==> config.mk <==
export PLATFORM = sky130hd
export DESIGN_NAME = wb_master
export DESIGN_NICKNAME = d
export VERILOG_FILES = /design/src/rtl/wb_master.sv
export SDC_FILE = /design/constraint.sdc
export NUM_CORES = 1
export LEC_CHECK = 0
export CAP_MARGIN = 30
export CELL_PAD_IN_SITES_DETAIL_PLACEMENT = 1
export CELL_PAD_IN_SITES_GLOBAL_PLACEMENT = 1
export CORE_ASPECT_RATIO = 0.9
export CORE_MARGIN = 1
export CORE_UTILIZATION = 32
export DETAILED_ROUTE_END_ITERATION = 7
export PLACE_DENSITY_LB_ADDON = 0.1
export RECOVER_POWER = 100
export SLEW_MARGIN = 20
export SYNTH_ARGS = -nofsm -noshare
export SYNTH_HDL_FRONTEND = slang
export SYNTH_SLANG_ARGS = --single-unit
==> constraint.sdc <==
create_clock -name clk -period 4.95 [get_ports clk]
set_input_delay 0.99 -clock clk [delete_from_list [all_inputs] [get_ports clk]]
set_output_delay 0.99 -clock clk [all_outputs]
set_load 0.005 [all_outputs]
==> src/rtl/wb_master.sv <==
// wb_master: Wishbone classic-cycle initiator. Each accepted command becomes
// one single (non-burst) Wishbone transfer, with retry, error and timeout
// termination. Exactly one response is returned per command.
module wb_master #(
  parameter int AW        = 32,
  parameter int DW        = 32,
  parameter int MAX_RETRY = 3,
  parameter int TIMEOUT   = 255,
  localparam int SW       = DW / 8
) (
  input  logic          clk,
  input  logic          rst,
  // local command port
  input  logic          cmd_valid,
  output logic          cmd_ready,
  input  logic          cmd_we,
  input  logic [AW-1:0] cmd_adr,
  input  logic [DW-1:0] cmd_dat,
  input  logic [SW-1:0] cmd_sel,
  // local response port
  output logic          rsp_valid,
  output logic [1:0]    rsp_status,
  output logic [DW-1:0] rsp_dat,
  // Wishbone initiator port
  output logic [AW-1:0] adr_o,
  output logic [DW-1:0] dat_o,
  output logic [SW-1:0] sel_o,
  output logic          we_o,
  output logic          cyc_o,
  output logic          stb_o,
  output logic [2:0]    cti_o,
  output logic [1:0]    bte_o,
  input  logic [DW-1:0] dat_i,
  input  logic          ack_i,
  input  logic          err_i,
  input  logic          rty_i
);

  typedef enum logic [1:0] {
    S_IDLE = 2'd0,
    S_BUS  = 2'd1,
    S_GAP  = 2'd2,
    S_RESP = 2'd3
  } state_e;

  localparam int            RW        = (MAX_RETRY > 0) ? $clog2(MAX_RETRY + 1) : 1;
  localparam logic [RW-1:0] RETRY_MAX = RW'(MAX_RETRY);
  localparam logic [15:0]   WAIT_LAST = 16'(TIMEOUT - 1);
  localparam logic [15:0]   WAIT_SAT  = 16'hFFFF;

  localparam logic [1:0] ST_OK  = 2'd0;
  localparam logic [1:0] ST_ERR = 2'd1;
  localparam logic [1:0] ST_RTY = 2'd2;
  localparam logic [1:0] ST_TMO = 2'd3;

  state_e        state_q, state_d;
  logic [RW-1:0] retry_q, retry_d;
  logic [15:0]   wait_q, wait_d;
  logic [AW-1:0] adr_q, adr_d;
  logic [DW-1:0] dat_q, dat_d;
  logic [SW-1:0] sel_q, sel_d;
  logic          we_q, we_d;
  logic          cyc_q, cyc_d;
  logic          rdy_q, rdy_d;
  logic          rsp_valid_q, rsp_valid_d;
  logic [1:0]    status_q, status_d;
  logic [DW-1:0] rsp_dat_q, rsp_dat_d;

  // Next-state and next-output logic; every output register is loaded from here.
  always_comb begin
    state_d     = state_q;
    retry_d     = retry_q;
    wait_d      = wait_q;
    adr_d       = adr_q;
    dat_d       = dat_q;
    sel_d       = sel_q;
    we_d        = we_q;
    status_d    = status_q;
    rsp_dat_d   = rsp_dat_q;

    case (state_q)
      S_IDLE: begin
        if (cmd_valid && rdy_q) begin
          adr_d   = cmd_adr;
          dat_d   = cmd_we ? cmd_dat : '0;
          sel_d   = (cmd_sel == '0) ? '1 : cmd_sel;
          we_d    = cmd_we;
          retry_d = '0;
          wait_d  = 16'd0;
          state_d = S_BUS;
        end else begin
          state_d = S_IDLE;
        end
      end
      S_BUS: begin
        // Termination priority: err > rty > ack.
        if (err_i) begin
          status_d  = ST_ERR;
          rsp_dat_d = '0;
          state_d   = S_RESP;
        end else if (rty_i) begin
          if (retry_q < RETRY_MAX) begin
            retry_d = retry_q + 1'b1;
            wait_d  = 16'd0;
            state_d = S_GAP;
          end else begin
            status_d  = ST_RTY;
            rsp_dat_d = '0;
            state_d   = S_RESP;
          end
        end else if (ack_i) begin
          status_d  = ST_OK;
          rsp_dat_d = we_q ? '0 : dat_i;
          state_d   = S_RESP;
        end else if (wait_q == WAIT_LAST) begin
          status_d  = ST_TMO;
          rsp_dat_d = '0;
          state_d   = S_RESP;
        end else begin
          wait_d  = (wait_q == WAIT_SAT) ? wait_q : wait_q + 16'd1;
          state_d = S_BUS;
        end
      end
      S_GAP: begin
        state_d = S_BUS;
      end
      S_RESP: begin
        state_d = S_IDLE;
      end
      default: begin
        state_d = S_IDLE;
      end
    endcase

    cyc_d       = (state_d == S_BUS);
    rdy_d       = (state_d == S_IDLE);
    rsp_valid_d = (state_d == S_RESP);
  end

  // State, counters, latched command and all output registers.
  always_ff @(posedge clk) begin
    if (rst) begin
      state_q     <= S_IDLE;
      retry_q     <= '0;
      wait_q      <= 16'd0;
      adr_q       <= '0;
      dat_q       <= '0;
      sel_q       <= '0;
      we_q        <= 1'b0;
      cyc_q       <= 1'b0;
      rdy_q       <= 1'b1;
      rsp_valid_q <= 1'b0;
      status_q    <= 2'd0;
      rsp_dat_q   <= '0;
    end else begin
      state_q     <= state_d;
      retry_q     <= retry_d;
      wait_q      <= wait_d;
      adr_q       <= adr_d;
      dat_q       <= dat_d;
      sel_q       <= sel_d;
      we_q        <= we_d;
      cyc_q       <= cyc_d;
      rdy_q       <= rdy_d;
      rsp_valid_q <= rsp_valid_d;
      status_q    <= status_d;
      rsp_dat_q   <= rsp_dat_d;
    end
  end

  assign cmd_ready  = rdy_q;
  assign rsp_valid  = rsp_valid_q;
  assign rsp_status = status_q;
  assign rsp_dat    = rsp_dat_q;
  assign adr_o      = adr_q;
  assign dat_o      = dat_q;
  assign sel_o      = sel_q;
  assign we_o       = we_q;
  assign cyc_o      = cyc_q;
  assign stb_o      = cyc_q;
  assign cti_o      = 3'b000;
  assign bte_o      = 2'b00;

endmodule

==> Flow_metrics.wiki <==
{| class="wikitable"
! Metric !! Value
|-
| Count of instances resized after the clock tree is built || 0
|-
| Library cell with the largest summed area after synthesis || dfxtp_1
|-
| FFs w/ async S/R, synth || 0%
|-
| Most frequent cell after synthesis || nand2_1
|-
| Top cell type's share of synthesized area || 50.0%
|-
| Hold path start || dat_o[21]
|-
| Largest vdd supply drop || 256 µV
|-
| Setup crit start || cmd_valid
|-
| Static Leak || 3.04 nW
|-
| Transition time of the tightest slew-check pin || 1.71 ns
|-
| Congestion Overflow GR || 0
|-
| Clock share of power || 44.6%
|-
| Insertion delay to the later sink of the worst-skew pair || 0.42 ns
|-
| Critical Path Source Type || input pin
|-
| Final Hold Violating Endpoints || 0
|-
| Critical path peak fanout || 39
|-
| Cells after synthesis || 615
|-
| Detailed Place HPWL || 12.0 mm
|-
| Areal power density over the cells || 354 nW/µm²
|-
| Combinational cell fraction of total power || 16.1%
|-
| RSZ-0062 raised after global routing || no
|-
| H-tree level count || 4
|-
| Wire length of the first global-routing pass || 27.4 mm
|-
| Root buffer cell || clkbuf_16
|-
| Iter 0 DRT Violations || 312
|-
| Initial standard-cell utilization of the core || 32.8%
|-
| Highest clock rate || 277 MHz
|-
| DP Worst Slack || 1.69 ns
|-
| Layout area overhead || 56.8%
|-
| Layout cells sized above 1 || 6.80%
|-
| Routability-driven placement congestion ratio || 0.782
|-
| EDFF count, synth || 0
|-
| Psw || 0.720 mW
|-
| Number of synthesis warnings || 0
|-
| Number of cells traversed by the worst register-to-register path || 5
|-
| Horizontal extent of the die || 134 µm
|-
| Clock Skew || 0.00658 ns
|-
| Normalized max-slew margin || -13.9%
|-
| Setup slack, reg-to-reg || 1.95 ns
|-
| Capture point of the worst reg-to-reg path || sel_o[2]
|-
| Total CTS buffers || 17
|-
| Data required time of the critical path || 5.26 ns
|-
| Final TNS setup || 0 ns
|-
| Initial antenna violation count || 1
|-
| Total via count in the routed design || 5175
|-
| Pins Over Slew Limit || 40
|-
| Post-synthesis instance area || 5050 µm²
|-
| Hold buffer count at CTS || 0
|-
| Switching power as a share of total power || 25.7%
|-
| Synth Register Bits || 126
|-
| Worst R2R Start || state_q[0]
|-
| Post-CTS setup buffer count || 0
|-
| Cell count of the worst hold path || 2
|-
| Violations in the final reports || max-capacitance violations, max-slew violations
|-
| Crit. End Element || flop
|-
| Fraction of the cycle the final worst path needs || 73.0%
|-
| DRC violations left || 0
|-
| Number of violations of the max-capacitance limit || 1
|-
| Die Span Y || 121 µm
|-
| DIE AREA || 16300 µm²
|-
| Unique cell type count in the Yosys netlist || 49
|-
| Core region area || 15400 µm²
|-
| Predominant post-synthesis flop cell || dfxtp_1
|-
| Sequential share of power || 39.3%
|-
| Wire length reported by the detailed router || 17.4 mm
|-
| Count of buffers inserted at the top-level ports || 213
|-
| Result of the run || complete, but fails checks
|-
| Hold crit path type || reg2reg
|-
| Pint || 2.08 mW
|-
| CTS tree || done
|-
| Detailed Routing Iterations Pass 1 || 4
|-
| Pin count of the biggest net entering global routing || 89
|-
| Vias in the first global route || 5316
|-
| Number of top-level design ports || 219
|-
| Final Critical Period || 3.61 ns
|-
| Setup WS post-layout || 1.34 ns
|-
| Sink count of the clock tree || 126
|-
| Worst endpoint data arrival time || 3.92 ns
|-
| Endpoint with the worst hold slack || dat_o[21]
|-
| Via density per instance || 5.04
|-
| Clock buffer depth || 2
|-
| Overall global routing resource usage || 21.6%
|-
| Mapped Avg Cell Area || 8.21 µm²
|-
| Share of the yosys chip area belonging to registers || 50.0%
|-
| Core Rows || 43
|-
| WL per Instance || 17.0 µm
|-
| Final setup violating endpoints || 0
|-
| Final #Nets || 921
|-
| Clock transition at path regs || 0.06 ns
|-
| Type of the worst setup path || in2reg
|-
| Most common library cells after synthesis || nand2_1 (148), dfxtp_1 (126), a21oi_1 (105), nand3_1 (77), clkbuf_1 (26)
|-
| Count of antenna-violating nets left after detailed routing || 0
|-
| Top cells by area, synth || dfxtp_1 (50%), nand2_1 (11%), a21oi_1 (10%)
|}
## layout make-up
class	instances	area [µm²]
diodes	1	2.50
clock buffers	20	447
clock inverters	12	144
fillers	1818	7470
inverters	3	11.3
multi-input cells	437	2280
flip-flops and latches	126	2520
well taps	202	253
repair buffers	226	2260
## critical path, stage by stage
cell,delay [ns]
dlygate4sd3_1,0.55
nand3b_1,0.20
nor2_4,0.13
clkbuf_1,1.24
o41ai_1,0.42
o221a_2,0.37
## cells in the final DEF, fill, tap and decap left out, types with 3 or more instances in the layout
cell	instances
and4_1	4
buf_4	8
a32o_1	7
clkbuf_1	5
conb_1	5
dfxtp_1	126
and3_1	3
ha_1	3
dlygate4sd3_1	109
clkinv_2	6
nand3_1	77
inv_1	3
nand4_1	5
a311oi_1	6
bufinv_16	3
nand2_1	148
a31oi_1	6
clkdlybuf4s50_1	103
clkbuf_16	17
o21ai_0	5
o221a_2	4
nor3_1	10
nor2_1	13
a21oi_1	105
## flip-flops by register name, summed over array words and instances (netlist names)
register	cells
sel_o	4
state_q	2
cmd_ready	1
dat_o	32
adr_o	32
we_o	1
rsp_dat	32
cyc_o	1
retry_q	2
rsp_status	2
wait_q	16
rsp_valid	1
## power groups by stage
stage               Clock (mW)  Sequential, mW  Combinational, mW
detailed placement           0            1.13              0.466
global placement             0            1.12              0.450
global route              1.32            1.11              0.496
CTS                       1.28            1.10              0.470
finish                    1.25            1.10              0.451
floorplan                    0            1.12              0.211
## cells by family (layout without fill, tap and decap cells)
kind of cell             Yosys count  in the layout  share of synthesized area, %
AND/OR/NAND/NOR                  284            284                          26.5
AO/OA/AOI/OAI                    144            144                          17.1
flip-flops                       126            126                          50.0
buffers and inverters             56            261                          5.43
adder cells (fa/ha/maj)            3              3                         0.744
other                              1              6                        0.0743
multiplexers                       1              1                         0.198
## metal layers
layer | global-route usage, % | share of wire, %
met1 | 25.3 | 42
met2 | 37.0 | 49
met3 | 6.77 | 7.2
met4 | 7.58 | 1.6
met5 | 0 | 0
## worst max-delay path by stage
stage | to | slack, ns
floorplan | rsp_dat[10] | 2.66
global placement | rsp_status[1] | 1.53
detailed placement | rsp_dat[3] | 1.69
CTS | rsp_dat[3] | 2.11
global route | sel_o[0] | 1.07
finish | sel_o[2] | 1.34
## metrics by stage
stage	total power, mW	hold WS, ns	instances	util, %	area (µm²)
2_1_floorplan	1.34	0.448	619	-	5060
3_3_place_gp	1.57	0.437	990	47.2	7260
3_5_place_dp	1.59	0.447	992	47.4	7290
4_1_cts	2.86	0.454	1024	51.2	7880
5_1_grt	2.93	0.470	1026	51.4	7910
6_report	2.80	0.446	1027	51.4	7910
Power figures use the tool's default switching activity.
